==> config.mk <==
export PLATFORM = sky130hd
export DESIGN_NAME = hazard_unit
export DESIGN_NICKNAME = d
export VERILOG_FILES = /design/src/rtl/hazard_pkg.sv /design/src/rtl/hazard_match.sv /design/src/rtl/hazard_unit.sv
export SDC_FILE = /design/constraint.sdc
export NUM_CORES = 1
export LEC_CHECK = 0
export ABC_AREA = 1
export CAP_MARGIN = 25
export CORE_AREA = 10 10 56 58
export CTS_CLUSTER_SIZE = 24
export DETAILED_ROUTE_END_ITERATION = 16
export DIE_AREA = 0 0 66 68
export PLACE_DENSITY = 0.76
export SETUP_SLACK_MARGIN = 0.2
export SLEW_MARGIN = 10
export SYNTH_ARGS = -nofsm -noshare
export SYNTH_HDL_FRONTEND = slang
export SYNTH_SLANG_ARGS = --single-unit
export TNS_END_PERCENT = 10
==> constraint.sdc <==
create_clock -name clk -period 1.55 [get_ports clk]
set_clock_uncertainty 0.05 [all_clocks]
set_input_delay 0.155 -clock clk [delete_from_list [all_inputs] [get_ports clk]]
set_output_delay 0.155 -clock clk [all_outputs]
set_load 0.05 [all_outputs]
==> src/rtl/hazard_pkg.sv <==
// hazard_pkg -- shared definitions for the pipeline hazard unit.
//
// Contents:
//   state_t               FSM encodings (IDLE, LSTALL, FLUSH)
//   FWD_RF/FWD_ALU/FWD_LOAD  operand-select codes driven on fwd_a / fwd_b
//   OPC_*                 RV32I major opcodes used for writer / source
//                         qualification (same values as the core's opcode
//                         header)
//   opc_writes_rd()       opcode produces a register result
//   opc_uses_rs1/rs2()    opcode actually reads the given source field
package hazard_pkg;

   typedef enum logic [1:0] {
      IDLE   = 2'd0,
      LSTALL = 2'd1,
      FLUSH  = 2'd2
   } state_t;

   localparam logic [1:0] FWD_RF   = 2'd0;
   localparam logic [1:0] FWD_ALU  = 2'd1;
   localparam logic [1:0] FWD_LOAD = 2'd2;

   localparam logic [6:0] OPC_LUI       = 7'b0110111;
   localparam logic [6:0] OPC_AUIPC     = 7'b0010111;
   localparam logic [6:0] OPC_JAL       = 7'b1101111;
   localparam logic [6:0] OPC_JALR      = 7'b1100111;
   localparam logic [6:0] OPC_BRANCH    = 7'b1100011;
   localparam logic [6:0] OPC_LOAD      = 7'b0000011;
   localparam logic [6:0] OPC_STORE     = 7'b0100011;
   localparam logic [6:0] OPC_ARI_ITYPE = 7'b0010011;
   localparam logic [6:0] OPC_ARI_RTYPE = 7'b0110011;

   function automatic logic opc_writes_rd(input logic [6:0] opc);
      case (opc)
         OPC_ARI_RTYPE, OPC_ARI_ITYPE, OPC_LUI, OPC_AUIPC,
         OPC_JAL, OPC_JALR, OPC_LOAD: return 1'b1;
         default:                     return 1'b0;
      endcase
   endfunction

   // rs1 field is an immediate / unused for U-type and JAL.
   function automatic logic opc_uses_rs1(input logic [6:0] opc);
      case (opc)
         OPC_LUI, OPC_AUIPC, OPC_JAL: return 1'b0;
         default:                     return 1'b1;
      endcase
   endfunction

   // rs2 field only carries a register for R-type, stores and branches.
   function automatic logic opc_uses_rs2(input logic [6:0] opc);
      case (opc)
         OPC_ARI_RTYPE, OPC_STORE, OPC_BRANCH: return 1'b1;
         default:                              return 1'b0;
      endcase
   endfunction

endpackage

==> src/rtl/hazard_match.sv <==
// hazard_match -- compares one execute-stage source operand against the
// write-stage destination.  One instance per source operand.
//
// Ports:
//   w_valid, opc_w, rd_w   write-stage instruction
//   opc_x                  execute-stage opcode (decides whether src is read)
//   src                    execute-stage source index for this operand
//   hit                    write stage produces the register this operand reads
//   hit_load               hit, and the producer is a load
//
// x0 is never a writer, so it can neither forward nor stall.
module hazard_match #(
   parameter int REG_AW = 5,
   parameter bit IS_RS2 = 1'b0
) (
   input  logic              w_valid,
   input  logic [6:0]        opc_w,
   input  logic [REG_AW-1:0] rd_w,
   input  logic [6:0]        opc_x,
   input  logic [REG_AW-1:0] src,
   output logic              hit,
   output logic              hit_load
);
   import hazard_pkg::*;

   logic writer;
   logic used;

   always_comb begin
      writer   = w_valid && (rd_w != '0) && opc_writes_rd(opc_w);
      used     = IS_RS2 ? opc_uses_rs2(opc_x) : opc_uses_rs1(opc_x);
      hit      = writer && used && (src == rd_w);
      hit_load = hit && (opc_w == OPC_LOAD);
   end

endmodule

==> src/rtl/hazard_unit.sv <==
// hazard_unit -- forwarding, load-use stall and branch-flush control for a
// short in-order pipeline (execute stage X, write stage W).
//
// Parameters:
//   REG_AW       register-index width
//   LOAD_LAT     stalled cycles per load-use hazard (1..7)
//   FLUSH_DEPTH  bubble cycles after a taken branch / jump (1..7)
//
// Ports:
//   clk, rst_n                 clock, asynchronous active-low reset
//   x_valid, opc_x, rs1_x, rs2_x   execute-stage instruction
//   w_valid, opc_w, rd_w           write-stage instruction
//   redirect                   branch taken or JAL/JALR resolved in execute
//   fwd_a, fwd_b               operand select (FWD_RF / FWD_ALU / FWD_LOAD)
//   stall_pc, hold_x, bubble   load-use stall controls
//   flush                      kill fetch/decode
//   stall_count, flush_count   (only with HAZARD_PERF_EN) saturating 16-bit
//                              counts of stalled / flushed cycles
//
// Optional feature macro: HAZARD_PERF_EN.
//
// Timing: the hazard is detected combinationally in IDLE and the first
// stalled/flushed cycle is that same cycle.  cnt is loaded with the number of
// remaining cycles after it, so LSTALL/FLUSH last LOAD_LAT-1 / FLUSH_DEPTH-1
// cycles and a depth of 1 never leaves IDLE.  cnt reaches 0 as the FSM
// returns to IDLE.  Outputs are forced to 0 while rst_n is low.
module hazard_unit #(
   parameter int REG_AW      = 5,
   parameter int LOAD_LAT    = 1,
   parameter int FLUSH_DEPTH = 2
) (
   input  logic              clk,
   input  logic              rst_n,
   input  logic              x_valid,
   input  logic [6:0]        opc_x,
   input  logic [REG_AW-1:0] rs1_x,
   input  logic [REG_AW-1:0] rs2_x,
   input  logic              w_valid,
   input  logic [6:0]        opc_w,
   input  logic [REG_AW-1:0] rd_w,
   input  logic              redirect,
   output logic [1:0]        fwd_a,
   output logic [1:0]        fwd_b,
   output logic              stall_pc,
   output logic              hold_x,
   output logic              bubble,
   output logic              flush
`ifdef HAZARD_PERF_EN
   ,
   output logic [15:0]       stall_count,
   output logic [15:0]       flush_count
`endif
);
   import hazard_pkg::*;

   localparam logic [2:0] LL_INIT = 3'(LOAD_LAT - 1);
   localparam logic [2:0] FD_INIT = 3'(FLUSH_DEPTH - 1);

   logic       hit_a, hit_b, ld_a, ld_b;
   logic       load_haz, take_redirect;

   state_t     state, state_n;
   logic [2:0] cnt, cnt_n;
   // Which operands matched the load; the load has left W by the final
   // stall cycle, so the match must be remembered.
   logic       lm_a, lm_b, lm_a_n, lm_b_n;

   logic [1:0] fwd_a_c, fwd_b_c;
   logic       stall_c, flush_c;

   hazard_match #(.REG_AW(REG_AW), .IS_RS2(1'b0)) u_match_a (
      .w_valid  (w_valid),
      .opc_w    (opc_w),
      .rd_w     (rd_w),
      .opc_x    (opc_x),
      .src      (rs1_x),
      .hit      (hit_a),
      .hit_load (ld_a)
   );

   hazard_match #(.REG_AW(REG_AW), .IS_RS2(1'b1)) u_match_b (
      .w_valid  (w_valid),
      .opc_w    (opc_w),
      .rd_w     (rd_w),
      .opc_x    (opc_x),
      .src      (rs2_x),
      .hit      (hit_b),
      .hit_load (ld_b)
   );

   // A load hazard wins over a simultaneous redirect; the held branch
   // re-presents redirect once the stall releases.
   assign load_haz      = x_valid && (ld_a || ld_b);
   assign take_redirect = x_valid && redirect && !load_haz;

   always_comb begin
      state_n = state;
      cnt_n   = cnt;
      lm_a_n  = lm_a;
      lm_b_n  = lm_b;
      fwd_a_c = FWD_RF;
      fwd_b_c = FWD_RF;
      stall_c = 1'b0;
      flush_c = 1'b0;
      case (state)
         IDLE: begin
            if (load_haz) begin
               stall_c = 1'b1;
               lm_a_n  = ld_a;
               lm_b_n  = ld_b;
               if (LOAD_LAT == 1) begin
                  // Only stall cycle is also the last one: load data ready.
                  fwd_a_c = ld_a ? FWD_LOAD : FWD_RF;
                  fwd_b_c = ld_b ? FWD_LOAD : FWD_RF;
               end else begin
                  state_n = LSTALL;
                  cnt_n   = LL_INIT;
               end
            end else begin
               fwd_a_c = (x_valid && hit_a) ? FWD_ALU : FWD_RF;
               fwd_b_c = (x_valid && hit_b) ? FWD_ALU : FWD_RF;
               if (take_redirect) begin
                  flush_c = 1'b1;
                  if (FLUSH_DEPTH != 1) begin
                     state_n = FLUSH;
                     cnt_n   = FD_INIT;
                  end
               end
            end
         end
         LSTALL: begin
            stall_c = 1'b1;
            if (cnt <= 3'd1) begin
               fwd_a_c = lm_a ? FWD_LOAD : FWD_RF;
               fwd_b_c = lm_b ? FWD_LOAD : FWD_RF;
               state_n = IDLE;
               cnt_n   = 3'd0;
            end else begin
               cnt_n = cnt - 3'd1;
            end
         end
         FLUSH: begin
            flush_c = 1'b1;
            if (cnt <= 3'd1) begin
               state_n = IDLE;
               cnt_n   = 3'd0;
            end else begin
               cnt_n = cnt - 3'd1;
            end
         end
         default: begin
            state_n = IDLE;
            cnt_n   = 3'd0;
         end
      endcase
   end

   always_ff @(posedge clk or negedge rst_n) begin
      if (!rst_n) begin
         state <= IDLE;
         cnt   <= 3'd0;
         lm_a  <= 1'b0;
         lm_b  <= 1'b0;
      end else begin
         state <= state_n;
         cnt   <= cnt_n;
         lm_a  <= lm_a_n;
         lm_b  <= lm_b_n;
      end
   end

   assign fwd_a    = rst_n ? fwd_a_c : FWD_RF;
   assign fwd_b    = rst_n ? fwd_b_c : FWD_RF;
   assign stall_pc = rst_n && stall_c;
   assign hold_x   = rst_n && stall_c;
   assign bubble   = rst_n && (stall_c || flush_c);
   assign flush    = rst_n && flush_c;

`ifdef HAZARD_PERF_EN
   always_ff @(posedge clk or negedge rst_n) begin
      if (!rst_n) begin
         stall_count <= 16'd0;
         flush_count <= 16'd0;
      end else begin
         if (stall_c && (stall_count != 16'hFFFF))
            stall_count <= stall_count + 16'd1;
         if (flush_c && (flush_count != 16'hFFFF))
            flush_count <= flush_count + 16'd1;
      end
   end
`endif

endmodule

Word-level counts from Yosys, hierarchy flattened
Cells that the tools add are included.
Operators by class
  muxes and demuxes: 30
  shift-type cells: 0
  reduce and logical (&&, ||, !) cells: 28
  bitwise gates (word level): 0
  magnitude comparators: 1
  equal/unequal tests: 20
  multipliers: 0
  $add $sub $neg: 1
  divide/modulo/power cells: 0
Operators with widths (number)
  equality test 7 x 6 -> 1 bit (second input constant): 5
  equality test 7 bit (second input constant): 4
  2-to-1 mux 2 bit: 13
  equality test 7 x 5 -> 1 bit (second input constant): 3
  logical AND 1 bit: 16
  case mux 2 bit (2 select lines): 3
  equality test 5 bit: 2
  2-to-1 mux 3 bit: 3
  2-to-1 mux 1 bit: 8
  equality test 7 x 2 -> 1 bit (second input constant): 1
  OR reduction 7 bit: 1
  case mux 3 bit (2 select lines): 1
  OR reduction 3 bit: 2
  nonzero test 5 bit: 1
  inequality test 2 bit (second input constant): 2
  case mux 1 bit (2 select lines): 2
  AND reduction 2 bit: 2
  less-or-equal comparator 3 x 1 -> 1 bit (second input constant): 1
  AND reduction 3 bit: 1
  subtractor 3 x 1 -> 3 bit (second input constant): 1
  equality test 2 x 1 -> 1 bit (second input constant): 1
  equality test 2 bit (second input constant): 1
  logical NOT 2 bit: 1
  logical OR 1 bit: 2
  3 further kinds: 3
Word-level totals
  RAM bits: 0
  bits in latches: 0
  memories kept: 0
  bits in read-only memories: 0
  output and inout bits: 8
  input bits: 34
  register bits: 7

Longest topological paths before layout
Gate-level depths: netlist of run 1.
  depth after elaboration: 16
  gate-level depth with buffers: 11
  gate-level depth less buffers: 11

Cells and area by module
A second synthesis of run 1 with hierarchy kept.
Second synthesis, totals
  cell total of the unflattened synthesis: 169
  area, all modules: 803.3 um^2
Modules (own cells, without submodules)
  hazard_unit: area an instance 335.3 um^2, instances 1, seq. area each 100.1 um^2, cells an instance 52
  hazard_match at u_match_a: area an instance 236.5 um^2, instances 1, seq. area each 0.0 um^2, cells an instance 59
  hazard_match at u_match_b: area an instance 231.5 um^2, instances 1, seq. area each 0.0 um^2, cells an instance 58

Least setup slack after synthesis of run 1
OpenSTA, ideal clock, no wires.
  kind: input-to-output
  start point: in rd_w[2]
  end point: out stall_pc
  path buffers: 1
  cell stages on the path: 8
  setup slack: -107 ps
  data arrival time: 1452 ps
  path through: xor2_1 > nor2_1 > nor3b_1 > nand3_1 > nand2_1 > nand3_1 > inv_1 > buf_4
On the way
  cells in the longest elaborated chain, start to end: 11
  elaborated cells on any way between the ends: 16
  those cells by class: eq/ne: 2; mux: 2; reduce/logical: 12
RTL lines
  start, declared: RTL line hazard_unit.sv:40  | input logic [REG_AW-1:0] rd_w,
  nonzero test 5 bit: RTL line hazard_match.sv:30  | writer = w_valid && (rd_w != '0) && opc_writes_rd(opc_w);
  logical AND 1 bit (2 in series): RTL line hazard_match.sv:30
  logical AND 1 bit (2 in series): RTL line hazard_match.sv:32  | hit = writer && used && (src == rd_w);
  logical AND 1 bit: RTL line hazard_match.sv:33  | hit_load = hit && (opc_w == OPC_LOAD);
  logical OR 1 bit *: RTL line hazard_unit.sv:93  | assign load_haz = x_valid && (ld_a || ld_b);
  logical AND 1 bit *: RTL line hazard_unit.sv:93
  2-to-1 mux 1 bit *: RTL line hazard_unit.sv:107  | if (load_haz) begin
  case mux 1 bit (2 select lines) *: RTL line hazard_unit.sv:105  | case (state)
  logical AND 1 bit *
  end, declared: RTL line hazard_unit.sv:44  | output logic stall_pc,
Mark *: on every way between the ends. The rest lies on a longest branch, timed or not.

Worst setup path after layout of run 1
  start point: in rd_w[2]
  end point: out hold_x
On the way
  cells in the longest elaborated chain, start to end: 11
  elaborated cells on any way between the ends: 16
  those cells by class: eq/ne: 2; mux: 2; reduce/logical: 12
RTL lines
  nonzero test 5 bit: RTL line hazard_match.sv:30
  logical AND 1 bit (2 in series): RTL line hazard_match.sv:30
  logical AND 1 bit (2 in series): RTL line hazard_match.sv:32
  logical AND 1 bit: RTL line hazard_match.sv:33
  logical OR 1 bit *: RTL line hazard_unit.sv:93
  logical AND 1 bit *: RTL line hazard_unit.sv:93
  2-to-1 mux 1 bit *: RTL line hazard_unit.sv:107
  case mux 1 bit (2 select lines) *: RTL line hazard_unit.sv:105
  logical AND 1 bit *: RTL line hazard_unit.sv:175  | assign hold_x = rst_n && stall_c;
  end, declared: RTL line hazard_unit.sv:45  | output logic hold_x,
Marks and branches as above.

==> results of run 1 <==
[cell type report]
cell class / instances / share of cell area (%)
Clock buffer: 3 / 1.55
Inverter: 27 / 7.25
Multi-Input combinational cell: 108 / 47.5
Sequential cell: 4 / 6.90
Tap cell: 28 / 2.42
Timing Repair Buffer: 56 / 34.4
[sequential cells by signal, indices dropped and copies added (netlist names)]
name,count
cnt,3
state,1
[through the flow]
| step | worst slack [ps] | utilization, % |
|---|---|---|
| 2_1_floorplan | 55.0 | - |
| 3_3_place_gp | -383 | 63.9 |
| 3_5_place_dp | -401 | 63.9 |
| 4_1_cts | 11.4 | 67.5 |
| 5_1_grt | -127 | 68.9 |
| 6_report | 4.09 | 68.9 |
[cells by family (layout without fill, tap and decap cells)]
family,count (synthesis),after routing,synth area share (%)
AOI/OAI and AO/OA,10,10,7.60
DFF,4,4,13.5
xor gates and xnor gates,4,4,4.73
buffers and inverters,28,86,14.7
adders and majority gates,2,2,3.38
and+or+nand+nor,92,92,56.1
[cell usage after synthesis (all sizes together)]
master    n
a21oi     4
ha        2
o21bai    1
nor2     22
nor3      1
inv      27
or2       1
o21ai     4
dfrtp     4
xnor2     1
nand3    12
nand2    48
xor2      3
buf       1
nand3b    2
nand4     5
nor3b     1
o2111ai   1
[worst max-delay path by stage]
stage | startpoint | to | slack, ps
global placement | rd_w[1] | bubble | -380
CTS | state[1] | fwd_a[1] | 10
detailed placement | rd_w[1] | bubble | -400
finish | rd_w[2] | hold_x | 4
global route | rd_w[2] | hold_x | -130
floorplan | rd_w[3] | stall_pc | 50
[power breakdown]
part | internal (W) | total, W | leakage, nW | switching [W]
sequential | 0.000154 | 0.000196 | 0.0515 | 0.0000422
combinational | 0.000293 | 0.000638 | 0.672 | 0.000345
clock | 0.0000866 | 0.000130 | 0.0138 | 0.0000430
[metal layers]
metal | GRT usage (%) | up-vias | share of wire (%)
met4 | 0 | 0 | 0.66
met5 | 0 | - | 0
met3 | 2.61 | 2 | 3.9
met1 | 11.6 | 496 | 39
met2 | 25.0 | 33 | 57
li1 | - | 548 | -
[what timing repair did]
action                                  CTS  global route
endpoints found under the setup margin   12            10
pin swaps                                39            36
setup buffers                             5             1
resized for setup                       108            61
==> impl_metrics.env, run 1 <==
export IMPL_hpwlAfterDp_um=2250
export IMPL_crit_fanout=3
export IMPL_gp_congestion=0.828
export IMPL_status="complete, no violations"
export IMPL_critical_path_top_delay_family="simple AND/OR/NAND/NOR gates"
export IMPL_nNetsFinal=236
export IMPL_layoutNonFillerInstCount=226
export IMPL_ys_seq_area_share_pct=13.5
export IMPL_std_cell_rows=17
export IMPL_holdBufCountCts=0
export IMPL_grt_start_max_net_pins=6
export IMPL_worst_path_stages=9
export IMPL_areaGrowthSynthToFinish_pct=95.8
export IMPL_max_freq_mhz=647
export IMPL_grt_pass1_vias=1078
export IMPL_setup_viol=0
export IMPL_regToRegStartpoint="cnt[1]"
export IMPL_critical_path_class="input port to primary output"
export IMPL_synth_top_cell_area_share_pct=22.8
export IMPL_cts_sinks=4
export IMPL_ff2ff_path_depth=6
export IMPL_synth_fp_nets=176
export IMPL_max_stage_delay_ps=220
export IMPL_yosys_area_top_type="nand2_1"
export IMPL_ys_types=22
export IMPL_synth_area_um2=741
export IMPL_synthTopCellsByArea="nand2_1 23%, dfrtp_1 14%, inv_1 13%, nor2_1 10%, nand3_1 7.4%"
export IMPL_yosysWarnings=0
export IMPL_dieArea_um2=4490
export IMPL_dr_pass1_iters=4
export IMPL_final_area_um2=1450
export IMPL_io_pins=42
export IMPL_path_buf_inv=3
export IMPL_grt_use_total_pct=11.6
export IMPL_final_hold_viol_count=0
export IMPL_path_clk_slew_ps=40
export IMPL_io_buffers=41
export IMPL_htree_levels=1
export IMPL_wirelength_um=2870
export IMPL_route_vias_total=1079
export IMPL_worst_pin_slew_ps=198
export IMPL_drc=0
export IMPL_avgSynthCellArea_um2=5.29
export IMPL_clock_latency_ps=240
export IMPL_overflow=0
export IMPL_syn_inst=140
export IMPL_cts_path_max_buffers=2
export IMPL_cp_arrival_ps=1340
export IMPL_cts_root_buf="clkbuf_4"
export IMPL_ys_ff_latch=4
export IMPL_wl_per_cell_um=12.7
export IMPL_antenna_cells=0
export IMPL_initial_utilization_pct=35.2
export IMPL_end_kind="primary output"
export IMPL_seqCellArea_um2=100
export IMPL_final_cell_mix="33 x nand2_1, 18 x buf_4, 15 x inv_1, 15 x nand2_2, 13 x clkbuf_2"
export IMPL_crit_path_start_kind="input port"
export IMPL_p_leak_nw=0.737
export IMPL_die_x_um=66
export IMPL_multi_input_area_um2=688
export IMPL_viasPerCell=4.77
export IMPL_grt_pass1_wl_um=4310
export IMPL_finalPower_w=0.000963
export IMPL_path_cells="buf_8 > xor2_2 > nor2_1 > nor3b_2 > nand3_1 > nand2_2 > nand3_4 > clkinvlp_4 > buf_12"
export IMPL_antenna_found_initial=0
export IMPL_setup_tns_ps=0
export IMPL_r2r_end="state[1]"
export IMPL_drive_gt1_share_pct=55.6
export IMPL_ir_worst_vdd_v=0.000666
export IMPL_power_density_nw_per_um2=664
export IMPL_num_fill_cells=176
export IMPL_required_ps=1340
export IMPL_r2r_slack_ps=320
export IMPL_final_common_cell="nand2_1"
export IMPL_hold_path_class="input port to async pin"
export IMPL_drv_cap=0
export IMPL_hold_slack_ps=199
export IMPL_postPlaceCellArea_um2=1350
export IMPL_final_max_slew_viol_count=0
export IMPL_place_inst=217
export IMPL_slew_headroom_pct=86.8
export IMPL_core_area_um2=2110
export IMPL_dr_first_iter_drc_count=25
export IMPL_cp_slowest_cell="nor3b_2"
export IMPL_die_h_um=68
export IMPL_post_route_period_util_pct=99.7
export IMPL_ant_nets=0
export IMPL_cts_buffers_inserted=3
export IMPL_rsz0062_at_grt="true"
export IMPL_layout_min_cycle_time_ps=1550
export IMPL_cts_tree="done"
Power figures use the tool's default switching activity.
==> run 2: changes to the inputs <==
--- a/config.mk
+++ b/config.mk
@@ -7,13 +7,15 @@
 export LEC_CHECK = 0
 export ABC_AREA = 1
 export CAP_MARGIN = 25
-export CORE_AREA = 10 10 56 58
+export CELL_PAD_IN_SITES_DETAIL_PLACEMENT = 1
+export CELL_PAD_IN_SITES_GLOBAL_PLACEMENT = 1
+export CORE_AREA = 10 10 68 70
 export CTS_CLUSTER_SIZE = 24
 export DETAILED_ROUTE_END_ITERATION = 16
-export DIE_AREA = 0 0 66 68
-export PLACE_DENSITY = 0.76
+export DIE_AREA = 0 0 78 80
+export PLACE_DENSITY_LB_ADDON = 0.1
 export SETUP_SLACK_MARGIN = 0.2
-export SLEW_MARGIN = 10
+export SLEW_MARGIN = 15
 export SYNTH_ARGS = -nofsm -noshare
 export SYNTH_HDL_FRONTEND = slang
 export SYNTH_SLANG_ARGS = --single-unit
==> impl_metrics.env, run 2 (synthesis gave the netlist of run 1 again) <==
export IMPL_final_util_pct=45.6
export IMPL_final_cell_mix="37 x nand2_1, 23 x buf_4, 16 x buf_2"
export IMPL_cts_sinks=4
export IMPL_grt_pass1_wl_um=5560
export IMPL_reg_top3="cnt: 3 flops, state: 1 flops"
export IMPL_core_area_um2=3280
export IMPL_final_area_um2=1500
export IMPL_setup_tns_ps=-2.28
export IMPL_largest_register_ff_count=3
export IMPL_antenna_cells=0
export IMPL_path_clk_slew_ps=40
export IMPL_worst_pin_slew_ps=186
export IMPL_multi_input_area_um2=654
export IMPL_power_density_nw_per_um2=664
export IMPL_dr_first_iter_drc_count=44
export IMPL_grt_use_total_pct=10.5
export IMPL_postPlaceCellArea_um2=1410
export IMPL_viasPerCell=4.38
export IMPL_setup_viol=1
export IMPL_drc=0
export IMPL_wirelength_um=3170
export IMPL_final_max_slew_viol_count=0
export IMPL_seqCellArea_um2=100
export IMPL_dr_pass1_iters=4
export IMPL_io_buffers=41
export IMPL_crit_path_start_kind="input port"
export IMPL_end_kind="primary output"
export IMPL_grt_start_max_net_pins=6
export IMPL_ant_nets=0
export IMPL_cts_tree="done"
export IMPL_nNetsFinal=242
export IMPL_ff2ff_path_depth=5
export IMPL_required_ps=1340
export IMPL_layout_min_cycle_time_ps=1550
export IMPL_htree_levels=1
export IMPL_cts_root_buf="clkbuf_4"
export IMPL_hpwlAfterDp_um=2590
export IMPL_die_x_um=78
export IMPL_critical_path_class="input port to primary output"
export IMPL_std_cell_rows=21
export IMPL_overflow=0
export IMPL_gp_congestion=0.731
export IMPL_holdBufCountCts=0
export IMPL_slew_headroom_pct=87.6
export IMPL_route_vias_total=1095
export IMPL_cts_path_max_buffers=2
export IMPL_wl_per_cell_um=12.7
export IMPL_dp_slack_ps=-491
export IMPL_cts_buffers_inserted=3
export IMPL_post_route_period_util_pct=100
export IMPL_final_common_cell="nand2_1"
export IMPL_drive_gt1_share_pct=52.9
export IMPL_initial_utilization_pct=22.6
export IMPL_drv_cap=0
export IMPL_final_hold_viol_count=0
export IMPL_grt_pass1_vias=1261
export IMPL_max_freq_mhz=644
export IMPL_violations="negative setup slack"
export IMPL_dieArea_um2=6240
export IMPL_largest_register="cnt"
export IMPL_num_fill_cells=440
export IMPL_die_h_um=80
export IMPL_crit_fanout=5
export IMPL_rsz0062_at_grt="true"
export IMPL_worst_slack_ps=-2.28
export IMPL_io_pins=42
export IMPL_status="finished with violations"
export IMPL_areaGrowthSynthToFinish_pct=102
export IMPL_hold_path_class="input port to async pin"
export IMPL_p_leak_nw=0.756
export IMPL_cp_arrival_ps=1350
export IMPL_antenna_found_initial=0
export IMPL_clock_latency_ps=240
export IMPL_ir_worst_vdd_v=0.000220
export IMPL_hold_slack_ps=190
run 2: cell count changes in the layout (fill, tap and decap cells not counted), sizes merged:
cell and delta:
buf +10, clkbuf -11, clkdlybuf4s15 +6, dlygate4sd2 +1
run 2: power by group:
group	total, W	leakage [nW]	internal (W)	switching, W
logic	0.000663	0.690	0.000318	0.000345
registers	0.000198	0.0515	0.000154	0.0000442
clock network	0.000134	0.0138	0.0000869	0.0000467
total	0.000995	0.756	0.000558	0.000436
run 2: worst paths after layout:
kind                       startpoint        to  slack [ps]
min reg2reg                    cnt[1]    cnt[1]         460
max in group asynchronous       rst_n    cnt[1]        1140
max reg2reg                    cnt[0]  state[1]         300
min in group clk               cnt[1]    cnt[1]         460
min                             rst_n    cnt[0]         190
max                          opc_w[2]    bubble          -2
run 2: cell type report:
type / instances / area share (%)
Multi-Input combinational cell: 108 / 43.7
Clock buffer: 3 / 1.50
Inverter: 27 / 7.02
Timing Repair Buffer: 62 / 37.3
Tap cell: 46 / 3.84
Sequential cell: 4 / 6.68
run 2: critical path, cell delays in order:
cell and delay [ps]:
buf_4 130, nor2_4 100, nand2_1 70, nand2_1 90, nand2_2 70, nor2_4 120, nand4_1 140, nand3_2 110
nand2_2 60, nand2_2 80, nand2_2 70, buf_12 150
run 2: per-stage QoR:
step,std cells,power [W]
2_1_floorplan,140,0.000488
3_3_place_gp,240,0.000729
3_5_place_dp,240,0.000758
4_1_cts,246,0.000944
5_1_grt,250,0.00110
6_report,250,0.000995
run 2: layer usage:
layer / GRT usage, % / vias to the layer above / share of wire (%)
li1: - / 559 / -
met4: 3.23 / 0 / 2.0
met1: 11.8 / 498 / 44
met5: 0 / - / 0
met3: 2.03 / 6 / 3.3
met2: 19.6 / 32 / 50
run 2: what timing repair did:
action	in CTS	in global routing
setup endpoints to repair	12	12
resized for setup	135	19
pin swaps	38	21
buffers inserted	3	4
endpoints found under the hold margin	0	0
==> patch 1, RTL diff (config.mk and constraints of run 2) <==
The 3 states of `state_t` get a one-hot encoding in 3 bits.
--- a/src/rtl/hazard_pkg.sv
+++ b/src/rtl/hazard_pkg.sv
@@ -10,10 +10,10 @@
 //   opc_uses_rs1/rs2()    opcode actually reads the given source field
 package hazard_pkg;
 
-   typedef enum logic [1:0] {
-      IDLE   = 2'd0,
-      LSTALL = 2'd1,
-      FLUSH  = 2'd2
+   typedef enum logic [2:0] {
+      IDLE   = 3'b001,
+      LSTALL = 3'b010,
+      FLUSH  = 3'b100
    } state_t;
 
    localparam logic [1:0] FWD_RF   = 2'd0;
Function: same outputs for any inputs over 10 cycles, from zero or initial values and one cycle with rst_n low; not proved beyond that.
==> patch 1 against run 2 <==
- the flow still finishes with violations (negative setup slack)
- sequential cell count rose by 1
- critical path depth fell by 7
- combinational power up 24%
- fmax fell by 12%
- final area increased by 7.9%
- area after synthesis up 12%
- wire length decreased by 5.9%
- largest cell class unchanged
- largest power group unchanged
- power rose by 21%
- synthesized cell count decreased by 0.71%
- final cell count decreased by 4.0%
- count of clock-buffer cells in the layout up 1
- critical endpoint is now fwd_a[0]
- worst setup slack got worse by 0.22 ns
==> patch 1: results (changes against run 2) <==
The tools report the total nets after synthesis as 177 (+0.57%). The maximum fanout encountered on the critical timing path came out at 3 (-2). By area the synthesized netlist is led by nand2_1 (17%), dfrtp_1 (12%), nor2_1 (11%). The cell area after placement is 1490 um^2 (+5.7%). The total half-perimeter wirelength after legalization and detailed placement was 2.61 mm (+0.71%); the total setup violations reported at the end of the flow was 8 (+7). The data arrival time at the worst-slack endpoint is 1.56 ns (+0.21 ns). The flow ran to the end, but the final reports show violations. The detailed-route wire length per cell was 12.4 um (-2.0%). The number of antenna violations at the first check in global routing was 0 (unchanged). For the number of design rule violations left after detail routing, the log shows 0 (unchanged). The accumulated negative setup slack came out at -1.57 ns (-1.57 ns).

For the static leakage, the log shows 0.787 nW (+4.2%). Cell count after synthesis: 139 (-0.71%). The final reports fail on negative setup slack.

The run gives 9 (+3) as the maximum number of pins on one net before global-route repair. The smallest setup slack after layout was -0.220 ns (-0.217 ns). For the number of library cell types mapped by synthesis, the log shows 30 (+36%).

The run gives 5.24 mm (-5.8%) as the first-pass GRT wire length. The logs give 0.729 (-0.30%) for the final weighted congestion of routability-driven global placement and 1,043 (-4.7%) for the total number of vias. The largest registers in the layout are cnt: 3 flops, state: 2 flops.

The run gives 443 uV (+100%) as the worst ir drop on vdd. The logs give 0.0979 (-0.00745) for the global-route usage over all layers and 12 (-73%) for the number of design-rule violations left by the first detailed-router iteration. The tools report the part of the Yosys area used for sequential elements as 0.153 (+0.0174). Ranked by instance count, the synthesized netlist is headed by nand2_1 (37), nor2_1 (24), inv_1 (22). The via count of the first global-routing pass is 1,159 (-8.1%).

The run gives 426 (-3.2%) as the number of fill cells. The number of detailed-routing iterations run before antenna repair is 4 (unchanged), and the tightest slew margin relative to the limit is 0.855 (-0.0210). The share of cells above drive strength 1 was 0.397 (-0.133). The number of nets in the finished design was 233 (-3.7%).

The tools report the hold buffer count at CTS as 0 (unchanged). The ratio of routed vias to standard cells works out to 4.35 (-0.78%). Clock tree synthesis selected as its root buffer the cell clkbuf_4.
-- patch 1: kinds of logic after synthesis --
group / share of synthesized area
and+or+nand+nor: 0.548
AOI/OAI and AO/OA: 0.0589
xor gates and xnor gates: 0.0529
adders and majority gates: 0.0604
DFF: 0.153
buffers and inverters: 0.127
-- patch 1: power by group --
| group | total [mW] | leakage [nW] | switching [mW] | internal, mW |
|---|---|---|---|---|
| Sequential | 0.229 | 0.0641 | 0.0452 | 0.183 |
| Combinational | 0.820 | 0.708 | 0.426 | 0.394 |
| Clock | 0.158 | 0.0150 | 0.0601 | 0.0978 |
| Total | 1.21 | 0.787 | 0.532 | 0.675 |
-- patch 1: path summary, 6_finish.rpt --
check | startpoint | end | slack [ns] | cells after the start
worst min-delay path | rst_n | cnt[2] | 0.23 | 2
worst min register to register | state[0] | state[0] | 0.45 | 2
worst max register to register | state[0] | cnt[0] | 0.03 | 6
worst max-delay path | state[0] | fwd_a[0] | -0.22 | 5
min in group clk | state[0] | state[0] | 0.45 | 2
max in group asynchronous | rst_n | state[0] | 1.01 | 2
-- patch 1: what timing repair did --
action | CTS | global route
setup endpoints to repair | 13 | 13
buffers inserted | 1 | 2
gates resized for setup | 68 | 10
pin swaps | 31 | 11
-- patch 1: metal layers --
metal	track usage	up-vias	wire length, um
met2	0.176	28	1520
met4	0.0269	0	27
li1	-	537	-
met5	0	-	0
met1	0.116	475	1310
met3	0.0180	3	121
-- patch 1: final cells by class --
type | instances | area (um^2) | area share
Timing Repair Buffer | 52 | 541 | 0.334
Multi-Input combinational cell | 107 | 757 | 0.468
Sequential cell | 5 | 126 | 0.0782
Clock buffer | 4 | 26.3 | 0.0163
Tap cell | 46 | 57.6 | 0.0356
Inverter | 26 | 109 | 0.0673
-- patch 1: stage by stage --
step	total power [mW]	hold slack (ns)	setup slack, ns
2_1_floorplan	0.643	-0.191	-0.0963
3_3_place_gp	0.885	0.422	-0.460
3_5_place_dp	0.912	0.430	-0.508
4_1_cts	1.16	0.194	-0.226
5_1_grt	1.32	0.264	-0.275
6_report	1.21	0.235	-0.220
-- patch 1: critical path, cell delays in order (launching register included) --
cell and delay, ns:
dfstp_2 0.56, ha_4 0.16, nand3_4 0.06, or2_4 0.28, nor2_4 0.11, buf_12 0.14
==> patch 2, RTL diff (config.mk and constraints of run 2) <==
Made on the original files. `REG_AW` is set to 5 in 2 places; all go to 6.
--- a/src/rtl/hazard_match.sv
+++ b/src/rtl/hazard_match.sv
@@ -10,7 +10,7 @@
 //
 // x0 is never a writer, so it can neither forward nor stall.
 module hazard_match #(
-   parameter int REG_AW = 5,
+   parameter int REG_AW = 6,
    parameter bit IS_RS2 = 1'b0
 ) (
    input  logic              w_valid,
--- a/src/rtl/hazard_unit.sv
+++ b/src/rtl/hazard_unit.sv
@@ -25,7 +25,7 @@
 // cycles and a depth of 1 never leaves IDLE.  cnt reaches 0 as the FSM
 // returns to IDLE.  Outputs are forced to 0 while rst_n is low.
 module hazard_unit #(
-   parameter int REG_AW      = 5,
+   parameter int REG_AW      = 6,
    parameter int LOAD_LAT    = 1,
    parameter int FLUSH_DEPTH = 2
 ) (
Ports: changed (resized rd_w, rs1_x and rs2_x); port bits go from 42 to 45. The function was not compared with the original's and may differ.
==> patch 2 against run 2 <==
- sequential cell count is the same
- power shrank 2.3%
- global-route usage grew 0.20 points
- via count shrank 2.5%
- wire length grew 3.4%
- area after synthesis grew 2.0%
- worst setup slack gained 0.0042 ns
- final area grew 8.5%
- combinational power shrank 2%
- critical path type unchanged
- highest routed layer unchanged
==> patch 2: results (changes against run 2) <==
The slowest cell on the critical path was a21oi_4. The number of design-rule violations left by the first detailed-router iteration is 12 (-73%). The share of the synthesized netlist area taken by xor and xnor gates came out at 0.0348 (-0.0125). Share of cells above drive strength 1: 0.624 (+0.0950).

For the number of detailed-routing iterations run before antenna repair, the log shows 3 (-1). The tightest slew margin relative to the limit is 0.860 (-0.0160), and the count of cells along the worst register-to-register path is 6 (+1). The detailed-routed wire length on met2 was 1.90 mm (+19%). The power density over the cells came out at 598 nW/um^2 (-10%).

The startpoint identified for the worst register-to-register timing path is cnt[1]. The run finished with clean final reports. The number of standard cells in the layout, taps in and fillers out came out at 251 (+0.40%). The run gives 0.112 (-0.00579) as the met1 usage in global routing.

The part of the Yosys area used for sequential elements is 0.132 (-0.00268), and the synthesized area per cell is 5.32 um^2 (+0.59%). For the first-pass GRT wire length, the log shows 5.58 mm (+0.38%). The power of the combinational group is 649 uW (-2%). The total of buffers placed on input and output ports is 44 (+7.3%).

Grouping stages by cell kind, the critical path spends the most delay in buffers and inverters. The detailed-route wire length on metal 1 was 1.28 mm (-9.4%). The run gives 868 uV (+290%) as the worst ir drop on vdd. The cell area after placement was 1410 um^2 (about the same); the pre-CTS setup slack was -0.460 ns (+0.0306 ns). After synthesis, the cell types taking the most area are nand2_1 (23%), dfrtp_1 (13%), inv_1 (11%).

The worst hold margin is 0.272 ns (+0.0815 ns), and the global-route usage over all layers is 0.107 (+0.00205). The detailed router used layers up to and including met4. The switching part of the total power works out to 0.449 (+0.0105).

Detailed-route wire length per cell: 13.1 um (+3.0%). The run gives 0.721 (-1.3%) as the final weighted congestion of routability-driven global placement. Adder and majority cell fraction of the synthesized area: 0.0331 (-0.000671).

The number of nets in the finished design came out at 246 (+1.7%). By count the netlist is led by nand2_1 (46), inv_1 (23), nor2_1 (21). The maximum fanout encountered on the critical timing path was 4 (-1). The maximum number of pins on one net before global-route repair came out at 6 (unchanged). For this run, the leading register cell type out of synthesis is dfrtp_1. The total nets after synthesis was 181 (+2.8%); the worst stage delay on the critical path was 0.21 ns (+0.06 ns). The met3 wire length is 87 um (-16%). The run gives 427 (-3.0%) as the number of fill cells.

The routing usage on met2 came out at 0.215 (+0.0191). The run gives 436 uW (about the same) as the net switching power figure. The total half-perimeter wirelength after legalization and detailed placement was 2.55 mm (-1.7%). The area fraction in compound gates after synthesis is 0.0563 (-0.0197). The ratio of routed vias to standard cells is 4.25 (-2.9%).

The tools report the static leakage as 0.801 nW (+6.1%). The power share of the sequential group came out at 0.202 (+0.003).
-- patch 2: cell count changes in the layout (fill, tap and decap cells not counted), moves of 4 or more --
cell and delta:
nand2_2 +4, buf_6 +10, buf_4 -5, nand3_4 +4, nor2_4 +4, nand4_1 -4
-- patch 2: repair_timing --
item                                    4_1_cts  5_1_grt
endpoints found under the setup margin       12       12
buffers inserted                              8        0
pin swaps                                    48       29
gates resized for setup                     176       31
-- patch 2: worst max path at each step --
stage,slack (ns),cells after the start,to,startpoint
floorplan,-0.11,7,stall_pc,opc_x[1]
global placement,-0.43,10,hold_x,rd_w[1]
detailed placement,-0.46,12,flush,rd_w[5]
CTS,0.02,11,bubble,rs1_x[3]
global route,-0.08,8,hold_x,opc_x[6]
finish,0.002,10,hold_x,rd_w[4]
-- patch 2: final cells by class --
cell class	instances	area share
multi-input cells	107	0.459
repair buffers	61	0.361
inverters	30	0.0693
flip-flops and latches	4	0.0616
well taps	46	0.0354
clock buffers	3	0.0139
